$ cat src/rtl/icache_fetch.sv
// Direct-mapped instruction cache with a single-line refill FSM.
// Lookup is combinational; a miss stalls the PC until the line returns.
module icache_fetch #(
  parameter int LINES = 32
) (
  input  logic         clk_i,
  input  logic         rst_i,
  input  logic         start_i,
  input  logic         flush_i,
  input  logic [31:0]  addr_i,
  output logic [31:0]  instr_o,
  output logic         pc_enable_o,
  output logic         mem_req_o,
  output logic [31:0]  mem_addr_o,
  input  logic         mem_ack_i,
  input  logic [127:0] mem_data_i,
  output logic [15:0]  miss_cnt_o
);
  localparam int IW = $clog2(LINES);
  localparam int TW = 28 - IW;

  typedef enum logic {IDLE, REQ} state_t;
  state_t state;

  logic [LINES-1:0] valid;
  logic [TW-1:0]    tag_q  [LINES];
  logic [127:0]     data_q [LINES];

  logic [IW-1:0] idx, ridx;
  logic [TW-1:0] tag;
  logic [1:0]    word;
  logic          hit, miss, refill;
  logic          unused_ok;

  assign idx       = addr_i[4 +: IW];
  assign tag       = addr_i[31 -: TW];
  assign word      = addr_i[3:2];
  assign unused_ok = &{1'b0, addr_i[1:0]};
  // Refill target comes from the latched address, never the live PC.
  assign ridx      = mem_addr_o[4 +: IW];

  assign hit    = start_i & valid[idx] & (tag_q[idx] == tag);
  assign miss   = (state == IDLE) & start_i & ~hit;
  assign refill = (state == REQ) & mem_ack_i;

  always_comb begin
    pc_enable_o = 1'b0;
    instr_o     = '0;
    if (state == IDLE) begin
      pc_enable_o = ~miss;
      if (hit) instr_o = data_q[idx][{word, 5'b0} +: 32];
    end
  end

  always_ff @(posedge clk_i or negedge rst_i) begin
    if (!rst_i) begin
      state      <= IDLE;
      valid      <= '0;
      mem_req_o  <= 1'b0;
      mem_addr_o <= '0;
      miss_cnt_o <= '0;
    end else begin
      case (state)
        IDLE: if (miss) begin
          state      <= REQ;
          mem_req_o  <= 1'b1;
          mem_addr_o <= {addr_i[31:4], 4'b0};
          if (miss_cnt_o != 16'hFFFF) miss_cnt_o <= miss_cnt_o + 16'd1;
        end
        REQ: if (mem_ack_i) begin
          state     <= IDLE;
          mem_req_o <= 1'b0;
        end
        default: state <= IDLE;
      endcase
      // Flush wins over a coincident refill: the line is written but stays invalid.
      if (flush_i)     valid       <= '0;
      else if (refill) valid[ridx] <= 1'b1;
    end
  end

  always_ff @(posedge clk_i) begin
    if (refill) begin
      tag_q[ridx]  <= mem_addr_o[31 -: TW];
      data_q[ridx] <= mem_data_i;
    end
  end
endmodule

$ cat config.mk
export PLATFORM = sky130hd
export DESIGN_NAME = icache_fetch
export DESIGN_NICKNAME = d
export VERILOG_FILES = /design/src/rtl/icache_fetch.sv
export SDC_FILE = /design/constraint.sdc
export NUM_CORES = 2
export LEC_CHECK = 0
export CAP_MARGIN = 20
export CORE_MARGIN = 2
export CORE_UTILIZATION = 25
export DETAILED_ROUTE_END_ITERATION = 6
export PLACE_DENSITY = 0.5
export RECOVER_POWER = 50
export SETUP_SLACK_MARGIN = 0.05
export SYNTH_ARGS = -nofsm -noshare
export SYNTH_HDL_FRONTEND = slang
export SYNTH_MEMORY_MAX_BITS = 65536
export SYNTH_SLANG_ARGS = --single-unit
export TNS_END_PERCENT = 1
$ cat constraint.sdc
create_clock -name clk_i -period 9.2 [get_ports clk_i]
set_clock_uncertainty 0.15 [all_clocks]
set_input_delay 2.3 -clock clk_i [delete_from_list [all_inputs] [get_ports clk_i]]
set_output_delay 2.3 -clock clk_i [all_outputs]
set_load 0.02 [all_outputs]
==> impl_metrics.env <==
export IMPL_cts_tree="built"
export IMPL_yosysWarnings=0
export IMPL_num_io_pins=247
export IMPL_fin_cells=18530
export IMPL_gp_congestion=0.7360
export IMPL_syn_area_per_cell_sq_um=24.98
export IMPL_fp_row_count=317
export IMPL_arrival_ns=6.60
export IMPL_start_util_pct=25.11
export IMPL_synth_seq_cells=4910
export IMPL_rr_worst_depth=3
export IMPL_syn2layout_area_growth_pct=17.33
export IMPL_seqCellArea_sq_um=147100
export IMPL_leakage_uw=0.06651
export IMPL_worstPathCellList="buf_8, buf_12, buf_12, buf_4, mux4_2, mux4_2, mux4_2, mux2i_1, nor2_1, buf_12"
export IMPL_synth_main_ff_cell="edfxtp_1"
export IMPL_clkLatencyLatePin_ns=1.02
export IMPL_hpwl_um=279200
export IMPL_yosysUniqueCellTypes=70
export IMPL_powerDensity_nw_per_um2=217.1
export IMPL_hold_viol_final=0
export IMPL_drt_iter0_drc=9103
export IMPL_tightest_slew_ns=5.228
export IMPL_drcViolationCount=0
export IMPL_path_buf_inv=5
export IMPL_die_area_sq_um=756200
export IMPL_ys_top_cells_by_count="edfxtp_1 (4832), mux4_2 (1479), nor2_1 (162)"
export IMPL_layout_nets=8318
export IMPL_grt_pass1_vias=89600
export IMPL_dieHeight_um=869.6
export IMPL_drive_gt1_share_pct=29.72
export IMPL_crit_family="buffers and inverters"
export IMPL_antenna_found_initial=114
export IMPL_hold_ws_ns=0.3495
export IMPL_drv_slew=252
export IMPL_via_per_inst=4.631
export IMPL_drt_pass1_iterations=6
export IMPL_grt_max_degree=127
export IMPL_fin_tns_setup_ns=0
export IMPL_finalCritPeriodShare_pct=98.37
export IMPL_run_status="finished with violations"
export IMPL_ir_drop_mv=0.1730
export IMPL_routed_wl_um=543100
export IMPL_crit_cells=10
export IMPL_wire_per_inst_um=29.31
export IMPL_clockBufferDepth=4
export IMPL_grt_use_total_pct=13.90
export IMPL_max_slew_margin_rel_pct=-248.5
export IMPL_required_ns=6.75
export IMPL_critPathMaxStageDelay_ns=0.71
export IMPL_coreArea_sq_um=746100
export IMPL_fmax_mhz=110.5
export IMPL_globalRoute_totalOverflow=0
export IMPL_syn_cell_area_sq_um=187300
export IMPL_crit_fanout=94
export IMPL_cp_start_kind="input port"
export IMPL_synth_cells=7498
export IMPL_clock_sinks=4910
export IMPL_cts_made_buffers=483
export IMPL_grt_setup_unrepaired="false"
export IMPL_clkTransAtPathRegs_ns=0.07
export IMPL_place_inst=17540
export IMPL_async_reset_ff_share_pct=1.589
export IMPL_min_period_ns=9.050
export IMPL_n_fill_cell=71290
export IMPL_worst_setup_path_end_kind="output port"
export IMPL_total_power_uw=47720
export IMPL_cts_root_buffer="clkbuf_16"
export IMPL_yosysMostFrequentCell="edfxtp_1"
export IMPL_seq_area_frac_synth_pct=78.50
export IMPL_die_w_um=869.6
export IMPL_hp_class="reg2reg"
export IMPL_synth_edf_count=4832
export IMPL_maxCapViolations=7
export IMPL_violations="max-capacitance violations, max-slew violations"
export IMPL_cts_htree_levels=5
export IMPL_crit_type="in2out"
export IMPL_multi_input_area_sq_um=38510
export IMPL_synth_area_leaders="edfxtp_1 (77%), mux4_2 (18%), dfrtp_1 (1.0%)"
export IMPL_io_buffers=240
export IMPL_vias=85800
export IMPL_antenna_left=0
export IMPL_finalSetupViolCount=0
export IMPL_cpMaxStageDelayCell="buf_4"
export IMPL_yosysTopAreaCell="edfxtp_1"
export IMPL_yosys_area_top_type_share_pct=77.46
export IMPL_grt_pass1_wl_um=744300
export IMPL_whs_path_depth=1
export IMPL_cts_setup_buffers=0
-- per-layer routing --
metal | up-vias | global-route usage [%] | wire, um
met2 | 2877 | 24.40 | 276900
met5 | - | 0 | 110
li1 | 34090 | - | -
met4 | 18 | 3.302 | 12690
met3 | 737 | 2.209 | 29960
met1 | 48080 | 18.05 | 223500
-- layout make-up --
cell class | instances | share of cell area [%]
Antenna cell | 87 | 0.09906
Clock buffer | 605 | 5.813
Clock inverter | 281 | 1.200
Inverter | 8 | 0.01708
Multi-Input combinational cell | 2193 | 17.52
Sequential cell | 4910 | 66.91
Tap cell | 9889 | 5.630
Timing Repair Buffer | 556 | 2.813
-- kinds of logic after synthesis --
kind of cell | share of synthesized area, %
compound gates | 0.5685
mux | 18.91
other cells | 0.002002
buf+inv | 1.035
fa+ha+maj | 0.006679
flops | 78.50
xor+xnor | 0.1496
simple gates | 0.8263
-- flip-flops by register name (all words and copies together) (netlist names) --
signal / count
data_q: 4096
tag_q: 736
valid: 32
mem_addr_o: 28
miss_cnt_o: 16
mem_req_o: 1
state: 1
-- what timing repair did --
action,CTS,global route
gates resized for setup,1,1
endpoints found under the setup margin,2,1
hold buffers,0,0
-- worst register-to-register path, cell delays in order (launching register included) --
cell and delay [ns]:
dfrtp_1 0.53, or3b_2 0.57, nor2_1 0.46, dlymetal6s4s_1 3.75
-- power by group --
group | internal, uW | leakage [uW] | switching [uW] | total, uW
sequential | 25100 | 0.0445 | 268 | 25400
clock | 11000 | 0.00752 | 8420 | 19400
combinational | 1120 | 0.0145 | 1750 | 2870
total | 37300 | 0.0665 | 10400 | 47700
-- metrics by stage --
step           instance area [sq um]  setup slack, ns  utilization (%)
2_1_floorplan                 187300          -0.7840                -
3_3_place_gp                  204200          -0.1819            27.36
3_5_place_dp                  204200          -0.1361            27.37
4_1_cts                       219600         0.003818            29.43
5_1_grt                       219600          0.09005            29.44
6_report                      219800           0.1497            29.46
-- final timing paths --
check | start | to | slack, ns
max in group asynchronous | rst_i | mem_addr_o[21]$_DFFE_PN0P_ | 2.71
max | addr_i[5] | instr_o[16] | 0.15
min reg2reg | mem_req_o$_DFFE_PN0P_ | mem_req_o$_DFFE_PN0P_ | 0.35
max reg2reg | mem_addr_o[6]$_DFFE_PN0P_ | data_q[6][37]$_DFFE_PP_ | 3.00
min | mem_req_o$_DFFE_PN0P_ | mem_req_o$_DFFE_PN0P_ | 0.35
min in group asynchronous | rst_i | miss_cnt_o[6]$_DFFE_PN0P_ | 2.13
-- cell usage in the layout (no fill, tap or decap), types with 14 or more instances in the layout --
cell type / Yosys / layout
dlygate4sd3_1: 0 / 129
clkinvlp_4: 0 / 16
inv_6: 0 / 16
clkinv_1: 2 / 104
edfxtp_1: 4832 / 4832
mux4_2: 1479 / 1479
buf_4: 44 / 198
mux2_1: 22 / 22
clkbuf_16: 0 / 491
dfrtp_1: 78 / 78
clkbuf_1: 94 / 133
a21oi_1: 20 / 20
diode_2: 0 / 87
mux2_2: 19 / 19
mux2i_1: 157 / 156
nor2_1: 162 / 141
nor2b_1: 14 / 14
a22oi_1: 44 / 44
nor2_4: 1 / 22
bufinv_16: 0 / 44
clkdlybuf4s50_1: 0 / 71
xnor2_1: 19 / 19
buf_12: 0 / 123
nand2_1: 45 / 44
clkinv_2: 0 / 87
nand3_1: 33 / 33
No activity file was read; power rests on OpenSTA's default activity.
